==> src/rtl/bus_arbiter.sv <==
// Two-master round-robin bus arbiter: one outstanding slave transaction at a time,
// with an optional wait-cycle timeout that aborts the transfer and returns DEADBEEF.
module bus_arbiter #(
  parameter int unsigned TIMEOUT_CYCLES = 255
) (
  input  logic        clk,
  input  logic        rst_n,
  input  logic        m0_req,
  input  logic [29:0] m0_addr,
  input  logic        m0_we,
  input  logic [31:0] m0_wdata,
  input  logic [3:0]  m0_wmask,
  output logic        m0_gnt,
  output logic        m0_rvalid,
  output logic [31:0] m0_rdata,
  output logic        m0_err,
  input  logic        m1_req,
  input  logic [29:0] m1_addr,
  input  logic        m1_we,
  input  logic [31:0] m1_wdata,
  input  logic [3:0]  m1_wmask,
  output logic        m1_gnt,
  output logic        m1_rvalid,
  output logic [31:0] m1_rdata,
  output logic        m1_err,
  output logic        s_req,
  output logic [29:0] s_addr,
  output logic        s_we,
  output logic [31:0] s_wdata,
  output logic [3:0]  s_wmask,
  input  logic        s_ready,
  input  logic [31:0] s_rdata
);

  typedef enum logic {IDLE = 1'b0, BUSY = 1'b1} state_t;

  localparam bit          TO_EN   = (TIMEOUT_CYCLES != 0);
  localparam logic [15:0] TO_LAST = 16'(TIMEOUT_CYCLES - 1);
  localparam logic [31:0] ABORT_DATA = 32'hDEAD_BEEF;

  state_t      r_state;
  logic        r_owner;
  logic        r_last;
  logic [15:0] r_wait_cnt;

  logic        w_grant;
  logic        w_sel_m1;
  logic        w_timeout;
  logic        w_done;
  logic [29:0] w_addr;
  logic        w_we;
  logic [31:0] w_wdata;
  logic [3:0]  w_wmask;
  logic [31:0] w_rdata;

  // On a tie the master that did not win last time gets the bus.
  always_comb begin
    w_grant   = rst_n && (r_state == IDLE) && (m0_req || m1_req);
    w_sel_m1  = m1_req && (!m0_req || !r_last);
    w_addr    = w_sel_m1 ? m1_addr  : m0_addr;
    w_we      = w_sel_m1 ? m1_we    : m0_we;
    w_wdata   = w_sel_m1 ? m1_wdata : m0_wdata;
    w_wmask   = w_sel_m1 ? m1_wmask : m0_wmask;
    w_timeout = TO_EN && (r_wait_cnt == TO_LAST);
    w_done    = s_ready || w_timeout;
    w_rdata   = s_ready ? s_rdata : ABORT_DATA;
  end

  assign m0_gnt = w_grant && !w_sel_m1;
  assign m1_gnt = w_grant && w_sel_m1;
  assign s_req  = (r_state == BUSY);

  always_ff @(posedge clk or negedge rst_n) begin
    if (!rst_n) begin
      r_state    <= IDLE;
      r_owner    <= 1'b0;
      r_last     <= 1'b1;
      r_wait_cnt <= '0;
      s_addr     <= '0;
      s_we       <= 1'b0;
      s_wdata    <= '0;
      s_wmask    <= '0;
      m0_rvalid  <= 1'b0;
      m1_rvalid  <= 1'b0;
      m0_err     <= 1'b0;
      m1_err     <= 1'b0;
      m0_rdata   <= '0;
      m1_rdata   <= '0;
    end else begin
      m0_rvalid <= 1'b0;
      m1_rvalid <= 1'b0;
      m0_err    <= 1'b0;
      m1_err    <= 1'b0;
      case (r_state)
        IDLE: begin
          if (w_grant) begin
            r_state    <= BUSY;
            r_owner    <= w_sel_m1;
            r_last     <= w_sel_m1;
            r_wait_cnt <= '0;
            s_addr     <= w_addr;
            s_we       <= w_we;
            s_wdata    <= w_wdata;
            s_wmask    <= w_wmask;
          end
        end
        BUSY: begin
          // s_ready takes priority over a coincident timeout.
          if (w_done) begin
            r_state <= IDLE;
            if (r_owner) begin
              m1_rvalid <= 1'b1;
              m1_err    <= !s_ready;
              m1_rdata  <= w_rdata;
            end else begin
              m0_rvalid <= 1'b1;
              m0_err    <= !s_ready;
              m0_rdata  <= w_rdata;
            end
          end else begin
            r_wait_cnt <= r_wait_cnt + 16'd1;
          end
        end
        default: r_state <= IDLE;
      endcase
    end
  end

endmodule

==> config.mk <==
export PLATFORM = sky130hd
export DESIGN_NAME = bus_arbiter
export DESIGN_NICKNAME = d
export VERILOG_FILES = /design/src/rtl/bus_arbiter.sv
export SDC_FILE = /design/constraint.sdc
export NUM_CORES = 1
export LEC_CHECK = 0
export CAP_MARGIN = 0
export CORE_MARGIN = 2
export CORE_UTILIZATION = 44
export CTS_CLUSTER_DIAMETER = 30
export DETAILED_ROUTE_END_ITERATION = 10
export GPL_TIMING_DRIVEN = 0
export PLACE_DENSITY = 0.86
export SLEW_MARGIN = 15
export SYNTH_ARGS = -nofsm -noshare
export SYNTH_HDL_FRONTEND = slang
export SYNTH_SLANG_ARGS = --single-unit
==> constraint.sdc <==
create_clock -name clk -period 3.3 [get_ports clk]
set_clock_uncertainty 0.15 [all_clocks]
set_input_delay 0.33 -clock clk [delete_from_list [all_inputs] [get_ports clk]]
set_output_delay 0.33 -clock clk [all_outputs]
set_load 0.01 [all_outputs]
* Word-level counts from Yosys, hierarchy flattened
Index checks and enable logic that the tools add are counted.
Word-level totals: bits in latches 0, bits of input ports 171, logic and storage cells 59, memories kept 0, RAM bits 0, output and inout bits 138, bits in registers 154, bits in read-only memories 0
Cells by class: magnitude comparators 0, bitwise operators 2, add/subtract/negate cells 1, div/mod/pow operators 0, shift-type cells 0, equal/unequal tests 3, reductions and logical operators 16, multiply operators 0, muxes and demuxes 23
Operator list (number):
- 32-bit 2-to-1 mux | 2
- 16-bit 2-to-1 mux | 2
- 16-bit one-hot mux with 2 select lines | 1
- 30-bit 2-to-1 mux | 1
- 16-bit by 1-bit adder with 16-bit output, second input constant | 1
- 16-bit by 8-bit == test with 1-bit output, second input constant | 1
- 1-bit 2-to-1 mux | 15
- 3-bit AND reduction | 2
- 1-bit logical AND | 5
- 1-bit zero test | 4
- 4-bit 2-to-1 mux | 1
- 2-bit inequality test, second input constant | 2
- 2-bit AND reduction | 2
- 1-bit logical OR | 3
- 1-bit inverter | 2
- 1-bit one-hot mux with 2 select lines | 1

* Depth between registers and ports, before layout
depth after elaboration 5, depth in mapped cells 9, depth with buffers taken out 8

* Least setup slack after synthesis
OpenSTA, ideal clock, no wires.
kind register -> register, start register r_wait_cnt[0], end register m1_rdata[18], stages on the path, launching flop included 10, path buffers 1, clock period less this slack 2.040 ns, arrival 1.764 ns, data required time 3.024 ns, slack 1.260 ns, cells stage by stage dfrtp_1 inv_1 ha_1 and4b_1 a41oi_4 nor2b_2 nand2_2 inv_2 buf_6 o32a_1
On the way: cells in the longest elaborated chain, start to end 3
Ends and longest elaborated chain:
- start, declared | RTL line 44 | logic [15:0] r_wait_cnt;
- start signal, assigned | RTL line 121 | r_wait_cnt <= r_wait_cnt + 16'd1;
- 16-bit by 8-bit == test with 1-bit output | RTL line 64 | w_timeout = TO_EN && (r_wait_cnt == TO_LAST);
- 1-bit logical OR | RTL line 65 | w_done = s_ready || w_timeout;
- 3-bit AND reduction (no line)
- end signal, assigned | RTL line 114 | m1_rdata <= w_rdata;
- end, declared | RTL line 24 | output logic [31:0] m1_rdata,
No other way between the ends. A chain may end at the register's enable or synchronous reset.

* Worst setup path in the final report
start register r_state (netlist: s_req), end output port m1_gnt
On the way: cells in the longest elaborated chain, start to end 4
Ends and longest elaborated chain:
- start, declared | RTL line 41 | state_t r_state;
- start signal, assigned | RTL line 75 | r_state <= IDLE;
- start signal, assigned | RTL line 97 | r_state <= BUSY;
- start signal, assigned | RTL line 110 | r_state <= IDLE;
- 1-bit inverter (no line)
- 1-bit logical AND (2 in a row) | RTL line 58 | w_grant = rst_n && (r_state == IDLE) && (m0_req || m1_req);
- 1-bit logical AND | RTL line 70 | assign m1_gnt = w_grant && w_sel_m1;
- end, declared | RTL line 22 | output logic m1_gnt,
No other way between the ends.

==> flow_summary.toml <==
[run_status]
outcome = "complete, no violations"

[logic_synthesis]
ys_seq_elements = 154
synth_fa_ha_area_share_pct = 0.395
post_synth_num_cell_types = 46
syn_inst = 511
postSynthAreaPerCell_um2 = 12.4
synth-compound-area-share_pct = 23.9
synth_xor_area_share_pct = 0
yosysSeqAreaShare_pct = 60.9
async_reset_ff_share_pct = 100
synth-simple-area-share_pct = 6.54
synth_edf_count = 0
synth_warnings = 0
synth.area.mux_share_pct = 0.158
synth_nets = 684
syn_area_um2 = 6330
synth_top_family_by_area = "compound AO/OA/AOI/OAI gates"
yosys_most_used_dff = "dfrtp_1"

[final_layout]
postLayoutCellArea_um2 = 10500
nets = 1021
utilization_pct = 74.8
drive_gt1_share_pct = 7.78
area_growth_pct = 65.2

[worst_setup_path]
r2r_start = "r_wait_cnt[0]"
crit_fanout = 10
r2r-end = "m1_rdata[27]"
path_depth = 6
cp_num_buf_inv = 4
worst_ep_required_time_ns = 2.82
r2r_cells = 9
endpoint = "m1_gnt"
max_stage_delay_ns = 0.61
end_kind = "primary output"
critical_path.top_delay_family = "buffers and inverters"
rrSetupSlack_ns = 0.89
arrival_ns = 2.67
cp_slowest_cell = "clkdlybuf4s50_1"
criticalPathCategory = "reg2out"
worstSetupStartpointType = "register"
critPathLaunch = "s_req"
crit_chain = "buf_2 -> nor2b_1 -> and3_1 -> clkbuf_1 -> clkbuf_2 -> clkdlybuf4s50_1"

[timing]
whs_ns = 0.338
fmax_ghz = 0.317
timing.final.crit_share_pct = 95.6
tightest_slew_ns = 0.631
timing.final.ws_setup_ns = 0.146
setup_viol = 0
hold_viol_final = 0
relSlewSlack_pct = 57.9
fin_crit_ns = 3.15
rsz0062_at_grt = "no"
maxSlewViolCount = 0

[floorplan]
placeableCoreArea_um2 = 14000
ioPinCount = 309
initial_core_util_pct = 45.2
die_y_um = 124
dieWidth_um = 124
rows = 43
die_area_um2 = 15400

[placement]
place_area_um2 = 9670
pre_cts_ws_ns = -0.546
place_congestion = 0.930
post-dp-hpwl_mm = 16.7
port_buffers = 308

[detailed_routing]
drc = 0
firstDrtPassIters = 11
ant_nets = 0
via_count = 6135
viasPerCell = 5.89
wl_mm = 22.7
wl_per_cell_um = 21.8
drt_iter0_drc = 616

[global_route]
grt_pass1_wl_mm = 33.8
track_usage_pct = 29.6
grt_pass1_vias = 6257
grt_max_degree = 74
globalRoute.totalOverflow = 0
antenna_found_initial = 1

[cts]
path_clk_slew_ns = 0.07
cts_tree = "yes"
cts_buffers = 17
clock_path_buffers = 2
htreeDepth = 4
clkLatencyLatePin_ns = 0.43
clock-sinks = 154
cts-root-buf = "clkbuf_16"

[pwr]
peakVddDrop_mv = 0.401
p_int_mw = 5.46
p_per_area_nw_per_um2 = 759
report.power.total_mw = 7.94
swShare_pct = 31.2
combinationalPowerShare_pct = 36.9
leakage_nw = 4.54
p_clk_share_pct = 25.7
pwr-share-seq_pct = 37.4
p_sw_mw = 2.48

[flow_run]
drv_cap = 0

[hold_path]
hold_path.class = "in2reg"
[through the flow]
| step | std cells | TNS, ns |
|---|---|---|
| global placement | 999 | -1029.11 |
| finish | 1042 | 0 |
| floorplan | 511 | 0 |
| detailed placement | 1000 | -0.902 |
| CTS | 1039 | 0 |
| global route | 1042 | 0 |
[worst min-delay path, stage by stage]
cell	delay (ns)
clkdlybuf4s50_1	0.45
a222oi_1	0.05
inv_1	0.05
[routing by layer]
| layer | routed length, µm | GRT usage (%) | part of all wire, % |
|---|---|---|---|
| met5 | 0 | 0 | 0 |
| met4 | 673 | 11.4 | 3.0 |
| met3 | 1860 | 9.29 | 8.2 |
| met2 | 12100 | 53.0 | 53 |
| met1 | 8080 | 32.8 | 36 |
[flip-flops by register name, indices dropped and copies added, names as in the netlist, 4 cells and up]
signal      count
s_wdata        32
s_wmask         4
r_wait_cnt     16
m1_rdata       32
s_addr         30
m0_rdata       32
[cell usage after synthesis (2+ instances only)]
library cell	count	area (µm²)
ha_1	2	25.0
nand4b_1	2	17.5
nand2b_1	3	18.8
a21oi_1	3	15.0
nor2b_1	2	12.5
and3_1	4	25.0
a32o_1	16	160
nand2_2	2	12.5
a31oi_1	5	31.3
buf_2	7	35.0
or4b_1	2	20.0
a21o_1	3	22.5
nor2_1	10	37.5
buf_6	6	67.6
buf_1	2	7.51
a2bb2oi_1	18	158
clkbuf_1	33	124
and4_1	3	26.3
inv_1	70	263
a41oi_1	3	26.3
o21ai_0	5	25.0
nand4_1	3	18.8
nand2_1	18	67.6
o211ai_1	2	15.0
o32a_1	30	300
and2_1	2	12.5
dfrtp_1	153	3830
nor3_1	4	20.0
a222oi_1	67	671
a21boi_0	2	15.0
a22o_1	4	35.0
nand3_1	11	55.1
[power groups by stage]
stage / Sequential (mW) / Combinational, mW / Clock, mW
2_1_floorplan: 3.20 / 0.854 / 0
3_3_place_gp: 2.94 / 2.82 / 0
3_5_place_dp: 2.98 / 2.90 / 0
4_1_cts: 2.96 / 2.94 / 2.06
5_1_grt: 3.03 / 3.12 / 2.13
6_report: 2.97 / 2.93 / 2.04
[cell usage in the layout (no fill, tap or decap), drive strengths merged, types with 6 or more instances in the layout]
cell type and count:
nand2 21, clkbuf 50, clkinv 6, clkdlybuf4s50 307, dfrtp 153, inv 75
nand3 11, buf 22, o32a 30, nor2 10, a32o 16, a2bb2oi 18
o21ai 6, a222oi 67
[logic make-up (layout without fill, tap and decap cells)]
group | Yosys count | count (layout)
compound gates | 161 | 161
flops | 154 | 154
buf+inv | 121 | 471
simple gates | 72 | 72
fa+ha+maj | 2 | 2
mux | 1 | 1
other cells | 0 | 1
[repair_timing]
item	4_1_cts	5_1_grt
hold buffers	6	0
setup endpoints to repair	2	1
resized for setup	4	1
endpoints found under the hold margin	73	0
gates cloned	1	0
buffers inserted	0	2
[worst min path at each step]
stage            startpoint            to  slack [ns]  cells past startpoint
2_1_floorplan         rst_n        m0_err       -0.12                      0
3_3_place_gp   m1_rdata[22]  m1_rdata[22]        0.32                      1
3_5_place_dp          rst_n  m1_rdata[10]        0.19                      1
4_1_cts         m1_wdata[1]    s_wdata[1]        0.32                      3
5_1_grt          m1_addr[2]     s_addr[2]        0.33                      3
6_report        m1_wdata[4]    s_wdata[4]        0.34                      3
[layout make-up]
type	instances	area [µm²]
Antenna cell	1	2.50
Buffer	48	236
Clock buffer	17	425
Clock inverter	15	193
Fill cell	889	3530
Inverter	73	277
Multi-Input combinational cell	236	1970
Sequential cell	154	3850
Tap cell	180	225
Timing Repair Buffer	318	3270
Note: power is estimated with default switching activity, not from simulation.
